$ cat src/rtl/regfile_wb_arbiter_if.sv
// regfile_wb_arbiter_if: writeback requests, reservations, decode sources and register-file write port.
interface regfile_wb_arbiter_if #(parameter int DW = 16);
  logic a_valid, a_ready, b_valid, b_ready, issue_valid, issue_ready, hazard, rf_load, err_underflow;
  logic [2:0] a_dest, b_dest, issue_dest, src_a, src_b, rf_dest;
  logic [DW-1:0] a_data, b_data, rf_in;
  logic [7:0] busy;
  modport slave (
    input a_valid, a_dest, a_data, b_valid, b_dest, b_data, issue_valid, issue_dest, src_a, src_b,
    output a_ready, b_ready, issue_ready, hazard, rf_load, rf_dest, rf_in, busy, err_underflow
  );
  modport master (
    output a_valid, a_dest, a_data, b_valid, b_dest, b_data, issue_valid, issue_dest, src_a, src_b,
    input a_ready, b_ready, issue_ready, hazard, rf_load, rf_dest, rf_in, busy, err_underflow
  );
endinterface

$ cat src/rtl/regfile_wb_arbiter.sv
// regfile_wb_arbiter: round-robin share of the register-file write port plus per-register pending-write scoreboard.
module regfile_wb_arbiter #(
  parameter int NREG = 8,
  parameter int DW = 16,
  parameter int CW = 2
) (
  input logic clk,
  input logic reset,
  regfile_wb_arbiter_if.slave bus
);
  logic last_b;
  logic ga, gb, ir;
  logic [CW-1:0] cnt [NREG];
  logic [NREG-1:0] busy, inc, dec;
  always_comb begin
    ga = bus.a_valid & (~bus.b_valid | last_b);
    gb = bus.b_valid & ~ga;
    ir = (cnt[bus.issue_dest] != '1) | (bus.rf_load & (bus.rf_dest == bus.issue_dest));
    for (int i = 0; i < NREG; i++) begin
      busy[i] = cnt[i] != '0;
      inc[i] = bus.issue_valid & ir & (bus.issue_dest == 3'(i));
      dec[i] = bus.rf_load & (bus.rf_dest == 3'(i));
    end
  end
  assign bus.a_ready = ga;
  assign bus.b_ready = gb;
  assign bus.issue_ready = ir;
  assign bus.busy = busy;
  assign bus.hazard = busy[bus.src_a] | busy[bus.src_b];
  // the counter drops on the same edge the file captures rf_dest, so a reservation retires with its write
  always_ff @(posedge clk) begin
    if (reset) begin
      last_b <= 1'b1;
      bus.rf_load <= 1'b0;
      bus.rf_dest <= '0;
      bus.rf_in <= '0;
      bus.err_underflow <= 1'b0;
      for (int i = 0; i < NREG; i++) cnt[i] <= '0;
    end else begin
      bus.rf_load <= ga | gb;
      if (ga | gb) begin
        last_b <= gb;
        bus.rf_dest <= ga ? bus.a_dest : bus.b_dest;
        bus.rf_in <= ga ? bus.a_data : bus.b_data;
      end
      for (int i = 0; i < NREG; i++) begin
        if (inc[i] & ~dec[i]) cnt[i] <= cnt[i] + 1'b1;
        else if (dec[i] & ~inc[i]) begin
          if (cnt[i] != '0) cnt[i] <= cnt[i] - 1'b1;
          else bus.err_underflow <= 1'b1;
        end
      end
    end
  end
endmodule

$ cat src/flat_wrapper.sv
// flat-port wrapper written by rule: the top's interface ports become plain ports
module regfile_wb_arbiter_flat 
#(
  parameter int NREG = 8,
  parameter int DW = 16,
  parameter int CW = 2
)
  (clk, reset, bus_a_valid, bus_a_dest, bus_a_data, bus_b_valid, bus_b_dest, bus_b_data, bus_issue_valid, bus_issue_dest, bus_src_a, bus_src_b, bus_a_ready, bus_b_ready, bus_issue_ready, bus_hazard, bus_rf_load, bus_rf_dest, bus_rf_in, bus_busy, bus_err_underflow);
  regfile_wb_arbiter_if #(.DW(DW)) bus_i ();
  input logic clk;
  input logic reset;
  input wire logic [$bits(bus_i.a_valid)-1:0] bus_a_valid;
  input wire logic [$bits(bus_i.a_dest)-1:0] bus_a_dest;
  input wire logic [$bits(bus_i.a_data)-1:0] bus_a_data;
  input wire logic [$bits(bus_i.b_valid)-1:0] bus_b_valid;
  input wire logic [$bits(bus_i.b_dest)-1:0] bus_b_dest;
  input wire logic [$bits(bus_i.b_data)-1:0] bus_b_data;
  input wire logic [$bits(bus_i.issue_valid)-1:0] bus_issue_valid;
  input wire logic [$bits(bus_i.issue_dest)-1:0] bus_issue_dest;
  input wire logic [$bits(bus_i.src_a)-1:0] bus_src_a;
  input wire logic [$bits(bus_i.src_b)-1:0] bus_src_b;
  output wire logic [$bits(bus_i.a_ready)-1:0] bus_a_ready;
  output wire logic [$bits(bus_i.b_ready)-1:0] bus_b_ready;
  output wire logic [$bits(bus_i.issue_ready)-1:0] bus_issue_ready;
  output wire logic [$bits(bus_i.hazard)-1:0] bus_hazard;
  output wire logic [$bits(bus_i.rf_load)-1:0] bus_rf_load;
  output wire logic [$bits(bus_i.rf_dest)-1:0] bus_rf_dest;
  output wire logic [$bits(bus_i.rf_in)-1:0] bus_rf_in;
  output wire logic [$bits(bus_i.busy)-1:0] bus_busy;
  output wire logic [$bits(bus_i.err_underflow)-1:0] bus_err_underflow;
  assign bus_i.a_valid = bus_a_valid;
  assign bus_i.a_dest = bus_a_dest;
  assign bus_i.a_data = bus_a_data;
  assign bus_i.b_valid = bus_b_valid;
  assign bus_i.b_dest = bus_b_dest;
  assign bus_i.b_data = bus_b_data;
  assign bus_i.issue_valid = bus_issue_valid;
  assign bus_i.issue_dest = bus_issue_dest;
  assign bus_i.src_a = bus_src_a;
  assign bus_i.src_b = bus_src_b;
  assign bus_a_ready = bus_i.a_ready;
  assign bus_b_ready = bus_i.b_ready;
  assign bus_issue_ready = bus_i.issue_ready;
  assign bus_hazard = bus_i.hazard;
  assign bus_rf_load = bus_i.rf_load;
  assign bus_rf_dest = bus_i.rf_dest;
  assign bus_rf_in = bus_i.rf_in;
  assign bus_busy = bus_i.busy;
  assign bus_err_underflow = bus_i.err_underflow;
  regfile_wb_arbiter #(.NREG(NREG), .DW(DW), .CW(CW)) u_core (.clk(clk), .reset(reset), .bus(bus_i));
endmodule
$ cat config.mk
export PLATFORM = sky130hd
export DESIGN_NAME = regfile_wb_arbiter_flat
export DESIGN_NICKNAME = d
export VERILOG_FILES = /design/src/rtl/regfile_wb_arbiter_if.sv /design/src/rtl/regfile_wb_arbiter.sv /design/src/flat_wrapper.sv
export SDC_FILE = /design/constraint.sdc
export NUM_CORES = 1
export LEC_CHECK = 0
export ABC_AREA = 1
export BUFFER_PORTS_ARGS = -buffer_cell sky130_fd_sc_hd__buf_2
export CORE_AREA = 4 4 75 77
export CTS_CLUSTER_DIAMETER = 150
export DETAILED_ROUTE_END_ITERATION = 8
export DIE_AREA = 0 0 79 81
export PLACE_DENSITY = 0.78
export SKIP_CTS_REPAIR_TIMING = 1
export SYNTH_ARGS = -nofsm -noshare
export SYNTH_HDL_FRONTEND = slang
export SYNTH_SLANG_ARGS = --single-unit
$ cat constraint.sdc
create_clock -name clk -period 1.9 [get_ports clk]
set_input_delay 0.285 -clock clk [delete_from_list [all_inputs] [get_ports clk]]
set_output_delay 0.285 -clock clk [all_outputs]
set_load 0.03 [all_outputs]
==> reports/qor.yml <==
global_route:
  grt_max_degree: 29
  antenna_found_initial: 0
  grt_pass1_wl_mm: 11.3
  grt_overflow: 0
  grt_pass1_vias: 2601
  grt_usage_pct: 22.1
clock_network:
  clk_pin_slew_ns: 0.08
  cts_buffers: 5
  cts_tree: "yes"
  cts_htree_levels: 2
  clk_path_buf_depth: 2
  clkSinkCount: 38
  worstSkewPairLatency_ns: 0.29
  root_buffer: "clkbuf_8"
routing:
  first_pass_iters: 5
  vias: 2878
  ant_nets: 0
  via_per_inst: 5.29
  wl_mm: 7.23
  remaining_drc_errors: 0
  wire_per_inst_um: 13.3
  drtIter0Drc: 222
timing:
  worst_pin_slew_ns: 0.424
  rsz0062_at_grt: "yes"
  setup_viol_count_final: 0
  timing.final.crit_share_pct: 99.9
  fin_setup_tns_ns: 0
  drv_slew: 0
  whs_ns: 0.215
  finalCriticalPeriod_ns: 1.90
  finalClockSkew_ns: 0.00751
  fmax_mhz: 527
  relSlewSlack_pct: 71.6
  finalHoldViolations: 0
final_layout:
  num-nets-final: 527
  antenna_cells: 0
  layout-drive-gt1-share_pct: 35.7
  syn2layout_area_growth_pct: 38.8
  fin_util_pct: 66.6
  fillerInstances: 458
critical_path:
  worst-setup-path-type: "flop to flop"
  endpoint_kind: "flop"
  path_max_fanout: 4
  required_ns: 1.91
  crit_arrival_ns: 1.90
  startpoint_type: "flop"
logic_synthesis:
  synth-seq-area-share_pct: 38.3
  yosysWarnings: 0
  synth_top_area_share_pct: 20.2
  syn_inst: 363
  yosys_register_bits: 38
  synth_nets: 416
  syn_area_um2: 2400
  ys_types: 32
  synth_top_cell_by_area: "nand2_1"
  synth_area_leaders: "nand2_1 20%, edfxtp_1 20%, dfxtp_1 18%"
  syn_area_per_cell_um2: 6.62
die:
  start_util_pct: 48.0
  die_w_um: 79
  ios: 85
  dieArea_um2: 6400
  core.rowCount: 26
  core_area_um2: 5010
  die_y_um: 81
power_and_ir_drop:
  p_leak_nw: 1.57
  power_density_nw_per_um2: 634
  vdd_drop_max_uv: 357
placed_design:
  io_buffers: 84
  hpwl_mm: 5.43
  globalplace.congestion: 0.903
min_path:
  hp-class: "input port to flop"
status:
  status: "finished clean"
flow_run:
  cap_violations: 0
[through the flow]
step / setup slack, ns / instance area [um2] / cells / total power [mW]
CTS: -0.171 / 3080 / 530 / 2.05
global route: -0.156 / 3330 / 544 / 2.22
detailed placement: -0.124 / 3000 / 523 / 1.51
global placement: -0.0460 / 3000 / 523 / 1.50
finish: 0.00207 / 3330 / 544 / 2.11
floorplan: -0.0173 / 2400 / 363 / 1.31
[Yosys cell counts, drive strengths merged]
library cell	count
nand2	131
nor2	45
nand3	31
inv	30
dfxtp	22
a31oi	19
edfxtp	16
o21ai	16
a21oi	10
clkbuf	9
nand4	9
buf	7
o211ai	4
nor3	3
a22o	2
a31o	2
or2	2
a211oi	1
ha	1
o21bai	1
o311ai	1
o31ai	1
[registers in the layout, summed over array words and instances, names as in the netlist]
register,count
u_core.cnt,16
u_core.bus.rf_in,16
u_core.bus.rf_dest,3
u_core.last_b,1
u_core.bus.rf_load,1
u_core.bus.err_underflow,1
[worst max-delay path, stage by stage (launching register included)]
cell,delay (ns)
edfxtp_1,0.44
buf_4,0.16
nand2_1,0.05
nand2_1,0.05
nand2_1,0.06
nand2_1,0.05
nand2_1,0.06
nand2_2,0.07
nand3_2,0.15
nand3_2,0.11
o31ai_1,0.21
inv_1,0.10
nand2_1,0.10
[area by class of cell]
type | count | area [um2] | area share [%]
clock buffer | 5 | 68.8 | 2.06
clock inverter | 2 | 12.5 | 0.375
inverter | 30 | 113 | 3.38
multi-input combinational | 280 | 1420 | 42.7
sequential | 38 | 923 | 27.7
tap | 70 | 87.6 | 2.63
timing repair buffer | 119 | 707 | 21.2
[placed cells by master (no fill, tap or decap), drive strengths merged, types with 2 or more instances in the layout]
master  synthesis  final
a31o            2      2
nor2           45     45
buf             7    119
nand2         131    131
clkbuf          9      5
nand4           9      9
or2             2      2
a31oi          19     19
o21ai          16     16
o211ai          4      4
nor3            3      3
a22o            2      2
a21oi          10     10
edfxtp         16     16
nand3          31     32
dfxtp          22     22
inv            30     32
[worst paths after layout]
kind,from,to,slack [ns],cells after the start
hold reg to reg,u_core.last_b,u_core.last_b,0.48,2
setup / recovery,u_core.cnt[0][1],u_core.cnt[2][0],0.002,12
setup reg to reg,u_core.cnt[0][1],u_core.cnt[2][0],0.002,12
hold / removal,bus_a_valid,u_core.last_b,0.21,2
[routing by layer]
metal | up-vias | GRT usage (%) | routed length [um] | part of all wire [%]
li1 | 1440 | - | - | -
met1 | 1292 | 27.3 | 3100 | 43
met2 | 136 | 37.8 | 3390 | 47
met3 | 10 | 4.99 | 637 | 8.8
met4 | 0 | 8.08 | 110 | 1.5
met5 | - | 0 | 0 | 0
[kinds of logic after synthesis]
logic type | synth area share, %
flops | 38.3
simple gates | 38.9
fa+ha+maj | 0.521
compound gates | 14.4
buf+inv | 7.92
[power by group]
group / total (mW) / switching [mW] / internal (mW)
Clock: 0.540 / 0.288 / 0.252
Sequential: 0.955 / 0.0458 / 0.909
Combinational: 0.618 / 0.384 / 0.233
Note: power is estimated with default switching activity, not from simulation.
